===== src/rtl/sipo_deser.sv =====
`default_nettype none
// +----------------------------------------------------------------------------+
// | sipo_deser : MSB-first serial-in/parallel-out deserializer, valid/ready    |
// | output, sticky overrun. Define SIPO_PARITY_EN for even-parity framing.     |
// | Rev 1.0                                                                    |
// +----------------------------------------------------------------------------+
module sipo_deser #(
   parameter int WIDTH = 4
) (
   input  logic             clk,
   input  logic             rst,
   input  logic             sin,
   input  logic             sen,
   input  logic             clr,
   output logic [WIDTH-1:0] pdata,
   output logic             pvalid,
   input  logic             pready,
   output logic             overrun,
   output logic             perr
);

`ifdef SIPO_PARITY_EN
   localparam int LAST = WIDTH;
   localparam int SRW  = WIDTH;
`else
   // The last data bit goes straight from sin into pdata, so sr needs one bit less.
   localparam int LAST = WIDTH - 1;
   localparam int SRW  = WIDTH - 1;
`endif
   localparam int CW = $clog2(LAST + 1);
   localparam logic [CW-1:0] LAST_C = CW'(LAST);

   typedef enum logic [0:0] {
      EMPTY = 1'b0,
      FULL  = 1'b1
   } state_t;

   state_t           state;
   state_t           state_nxt;
   logic [SRW-1:0]   sr;
   logic [SRW-1:0]   sr_nxt;
   logic [CW-1:0]    cnt;
   logic             step;
   logic             done;
   logic             shift;
   logic             load;
   logic             drop;
   logic [WIDTH-1:0] cand;
   logic             cand_perr;

   assign step = sen && !clr;
   assign done = step && (cnt == LAST_C);

`ifdef SIPO_PARITY_EN
   // Parity bit only closes the frame; it never enters sr.
   assign shift     = step && !done;
   assign sr_nxt    = {sr[SRW-2:0], sin};
   assign cand      = sr;
   assign cand_perr = ^{sr, sin};
`else
   assign shift     = step;
   assign cand      = {sr, sin};
   assign sr_nxt    = cand[SRW-1:0];
   assign cand_perr = 1'b0;
`endif

   always_ff @(posedge clk or posedge rst) begin
      if (rst) begin
         sr  <= '0;
         cnt <= '0;
      end else if (clr) begin
         sr  <= '0;
         cnt <= '0;
      end else if (step) begin
         if (shift) begin
            sr <= sr_nxt;
         end
         cnt <= done ? '0 : cnt + CW'(1);
      end
   end

   always_ff @(posedge clk or posedge rst) begin
      if (rst) begin
         state <= EMPTY;
      end else begin
         state <= state_nxt;
      end
   end

   always_comb begin
      state_nxt = state;
      load      = 1'b0;
      drop      = 1'b0;
      case (state)
         EMPTY: begin
            if (done) begin
               load      = 1'b1;
               state_nxt = FULL;
            end
         end
         FULL: begin
            if (pready) begin
               if (done) begin
                  load = 1'b1;
               end else begin
                  state_nxt = EMPTY;
               end
            end else if (done) begin
               drop = 1'b1;
            end
         end
         default: state_nxt = EMPTY;
      endcase
   end

   always_ff @(posedge clk or posedge rst) begin
      if (rst) begin
         pdata <= '0;
         perr  <= 1'b0;
      end else if (load) begin
         pdata <= cand;
         perr  <= cand_perr;
      end
   end

   // done is never true with clr, so clear and set cannot collide.
   always_ff @(posedge clk or posedge rst) begin
      if (rst) begin
         overrun <= 1'b0;
      end else if (clr) begin
         overrun <= 1'b0;
      end else if (drop) begin
         overrun <= 1'b1;
      end
   end

   assign pvalid = (state == FULL);

endmodule
`default_nettype wire


===== config.mk =====
export PLATFORM = sky130hd
export DESIGN_NAME = sipo_deser
export DESIGN_NICKNAME = d
export VERILOG_FILES = /design/src/rtl/sipo_deser.sv
export SDC_FILE = /design/constraint.sdc
export NUM_CORES = 1
export LEC_CHECK = 0
export ABC_CLOCK_PERIOD_IN_PS = 2660
export BUFFER_PORTS_ARGS = -buffer_cell sky130_fd_sc_hd__buf_2
export CAP_MARGIN = 10
export CELL_PAD_IN_SITES_DETAIL_PLACEMENT = 0
export CELL_PAD_IN_SITES_GLOBAL_PLACEMENT = 1
export CORE_AREA = 2 2 39 41
export DETAILED_ROUTE_END_ITERATION = 16
export DIE_AREA = 0 0 41 43
export HOLD_SLACK_MARGIN = 0.12
export PLACE_DENSITY_LB_ADDON = 0.1
export SYNTH_ARGS = -nofsm -noshare
export SYNTH_HDL_FRONTEND = slang
export SYNTH_SLANG_ARGS = --single-unit

===== constraint.sdc =====
create_clock -name clk -period 2.66 [get_ports clk]
set_input_delay 0.399 -clock clk [delete_from_list [all_inputs] [get_ports clk]]
set_output_delay 0.399 -clock clk [all_outputs]
set_load 0.01 [all_outputs]

==> load_flow_metrics.sql <==
INSERT INTO impl_metrics (metric_group, metric, value, unit) VALUES
('outcome', 'outcome', 'finished clean', ''),
('power_and_ir_drop', 'cellLeakagePower', '0.314', 'nW'),
('clocking', 'ctsHtreeMaxLevel', '1', ''),
('layout', 'drive_above_1_share', '0.420', ''),
('clocking', 'tritoncts_clock_tree', 'done', ''),
('layout', 'final_stage_net_count', '58', ''),
('route', 'drt_wl_total', '805', 'µm'),
('clocking', 'post-cts-setup-buffers', '0', ''),
('critical_path', 'category_of_the_critical_setup_timing_path', 'register to register', ''),
('route', 'detailroute.via_count', '306', ''),
('floorplanning', 'floorplan.die_area', '1760', 'µm²'),
('critical_path', 'worstReg2RegStart', 'cnt[0]$_DFFE_PP0P_', ''),
('route', 'drc', '0', ''),
('clocking', 'worstSkewPairLatency', '260', 'ps'),
('critical_path', 'cp-start-kind', 'register', ''),
('route', 'wl_met1', '327', 'µm'),
('critical_path', 'cp-startpoint', 'cnt[0]$_DFFE_PP0P_', ''),
('route', 'met2_routed_wl', '433', 'µm'),
('critical_path', 'setup_slack_reg_to_reg', '1310', 'ps'),
('sta', 'timing.final.crit_share', '0.507', ''),
('global_routing', 'via_count_of_the_first_global_routing_pass', '332', ''),
('clocking', 'clk_pin_slew', '70', 'ps'),
('yosys', 'yosysWarnings', '0', ''),
('hold_path', 'timing.hold.worst.class', 'primary input to async pin', ''),
('clocking', 'holdBufCountCts', '0', ''),
('sta', 'grt_setup_unrepaired', 'false', ''),
('placed_design', 'port-buffer-count', '11', ''),
('critical_path', 'setup.worst_path.end_class', 'register', ''),
('route', 'detail-route-antenna-nets', '0', ''),
('yosys', 'yosysSeqAreaShare', '0.549', ''),
('floorplanning', 'floorplan.initialDensity', '0.363', ''),
('clocking', 'cts-buffers-inserted', '3', ''),
('layout', 'insertedDiodeCount', '0', ''),
('route', 'drt_iter0_drc', '4', ''),
('yosys', 'synth_seq_cells', '11', ''),
('yosys', 'synth_area', '502', 'µm²'),
('floorplanning', 'die_height', '43', 'µm'),
('yosys', 'synth_fp_nets', '45', ''),
('critical_path', 'critPathMaxFanout', '4', ''),
('route', 'top_signal_layer_used', 'met3', ''),
('critical_path', 'setup.worst_path.end', 'pdata[1]$_DFFE_PP0P_', ''),
('sta', 'period_needed', '1350', 'ps'),
('sta', 'finalSetupViolations', '0', ''),
('clocking', 'post_cts.resized_instances', '0', ''),
('global_routing', 'antenna_found_initial', '0', ''),
('yosys', 'synthesis.area_per_instance', '13.2', 'µm²'),
('sta', 'clock-skew-final', '2.50', 'ps'),
('power_and_ir_drop', 'max_rail_drop_vdd', '240', 'µV'),
('critical_path', 'worst_r2r_path_depth', '4', ''),
('sta', 'final_hold_viol_count', '0', ''),
('critical_path', 'critical_path_arrival', '1500', 'ps'),
('placed_design', 'detailedPlacementHpwl', '631', 'µm'),
('yosys', 'gate_count_after_technology_mapping', '38', ''),
('critical_path', 'worstPathRequired', '2810', 'ps'),
('sta', 'hold_slack', '116', 'ps'),
('layout', 'syn_to_final_growth', '14.2', '%'),
('global_routing', 'grt_pass1_wl', '1.44', 'mm'),
('job', 'drv.max_cap_violation_count', '0', ''),
('route', 'avgViaCountPerCell', '4.64', ''),
('route', 'route.met3.wl', '44', 'µm'),
('power_and_ir_drop', 'cellPowerDensity', '572', 'nW/µm²'),
('floorplanning', 'die_width', '41', 'µm'),
('critical_path', 'timing.rr.end', 'pdata[1]$_DFFE_PP0P_', ''),
('placed_design', 'globalplace.congestion', '0.694', ''),
('floorplanning', 'io_count', '13', ''),
('sta', 'fmax', '0.742', 'GHz'),
('floorplanning', 'cell_row_count', '14', ''),
('floorplanning', 'core_area', '1380', 'µm²'),
('clocking', 'cts_root_buf', 'sky130_fd_sc_hd__clkbuf_4', ''),
('global_routing', 'grt_start_max_net_pins', '12', ''),
('route', 'wl_per_cell', '12.2', 'µm'),
('route', 'first_pass_iteration_count_of_the_detailed_router', '4', ''),
('global_routing', 'grt_overflow', '0', ''),
('clocking', 'ctsLongestPathBuffers', '2', ''),
('yosys', 'netlist-cell-type-count', '14', ''),
('clocking', 'clock_sink_count', '11', ''),
('sta', 'finalSetupTns', '0', 'ps'),
('sta', 'slew_violations', '0', ''),
('global_routing', 'groute.usage.overall', '0.122', '');
## cells in the final DEF (no fill, tap or decap), drive strengths merged
master  Yosys  layout
mux2i       5       5
ha          1       1
nor3        1       1
dfrtp      11      11
conb        1       1
clkbuf      0       4
nand2       1       1
o21bai      1       1
a31oi       1       1
nor2        7       7
mux2        4       4
nor2b       1       1
buf         3      11
inv         1       1
## Yosys cell counts
cell / number / share of area
sky130_fd_sc_hd__dfrtp_1: 11 / 0.55
sky130_fd_sc_hd__nor2_1: 7 / 0.052
sky130_fd_sc_hd__mux2i_1: 5 / 0.10
sky130_fd_sc_hd__mux2_2: 4 / 0.090
sky130_fd_sc_hd__buf_6: 2 / 0.045
sky130_fd_sc_hd__a31oi_1: 1 / 0.012
sky130_fd_sc_hd__buf_4: 1 / 0.015
sky130_fd_sc_hd__conb_1: 1 / 0.0075
sky130_fd_sc_hd__ha_1: 1 / 0.025
sky130_fd_sc_hd__inv_1: 1 / 0.0075
sky130_fd_sc_hd__nand2_4: 1 / 0.022
sky130_fd_sc_hd__nor2b_4: 1 / 0.027
sky130_fd_sc_hd__nor3_4: 1 / 0.032
sky130_fd_sc_hd__o21bai_1: 1 / 0.015
## cell families (layout without fill, tap and decap cells)
kind of cell | count (synthesis) | after routing | share of synthesized area
AOI/OAI and AO/OA | 2 | 2 | 0.0274
other | 1 | 1 | 0.00747
and+or+nand+nor | 10 | 10 | 0.135
adders and majority gates | 1 | 1 | 0.0249
DFF | 11 | 11 | 0.549
buffers and inverters | 4 | 16 | 0.0673
muxes | 9 | 9 | 0.190
## power breakdown
part | internal, mW | total (mW) | switching, mW
clock | 0.0579 | 0.110 | 0.0524
sequential | 0.176 | 0.182 | 0.00552
combinational | 0.0159 | 0.0356 | 0.0198
total | 0.250 | 0.328 | 0.0777
## metal layers
layer,track usage,vias up
li1,-,146
met1,0.157,152
met2,0.181,8
met3,0.0471,0
met4,0.0400,0
met5,0,-
## state kept, by name, indices dropped and copies added, names as in the netlist
signal	flops
overrun	1
sr	3
pvalid	1
cnt	2
pdata	4
## critical path: stages (launching register included)
cell and delay [ps]:
sky130_fd_sc_hd__dfrtp_1 370, sky130_fd_sc_hd__ha_1 240, sky130_fd_sc_hd__nand2_4 70, sky130_fd_sc_hd__nor3_4 190
sky130_fd_sc_hd__mux2_2 360
## worst min path at each step
stage | startpoint | endpoint | slack [ps] | cells after the start
floorplan | rst | cnt[0]$_DFFE_PP0P_ | 250 | 1
global placement | rst | overrun$_DFFE_PP0P_ | 400 | 2
detailed placement | rst | overrun$_DFFE_PP0P_ | 410 | 2
CTS | rst | cnt[0]$_DFFE_PP0P_ | 130 | 2
global route | rst | cnt[0]$_DFFE_PP0P_ | 140 | 2
finish | rst | sr[1]$_DFFE_PP0P_ | 120 | 2
## stage by stage
stage / area, µm² / worst slack [ps] / power, mW / util / cells
floorplan: 502 / 1390 / 0.211 / - / 38
global route: 573 / 1180 / 0.348 / 0.414 / 66
CTS: 573 / 1290 / 0.333 / 0.414 / 66
detailed placement: 547 / 1280 / 0.221 / 0.395 / 62
global placement: 547 / 1290 / 0.219 / 0.395 / 62
finish: 573 / 1310 / 0.328 / 0.414 / 66
## final cells by class
cell class              instances  area, µm²
flip-flops and latches         11        275
well taps                      16       20.0
inverters                       1       3.75
fillers                       146        811
clock buffers                   4       26.3
repair buffers                 11       55.1
multi-input cells              23        193
Power figures use the tool's default switching activity.
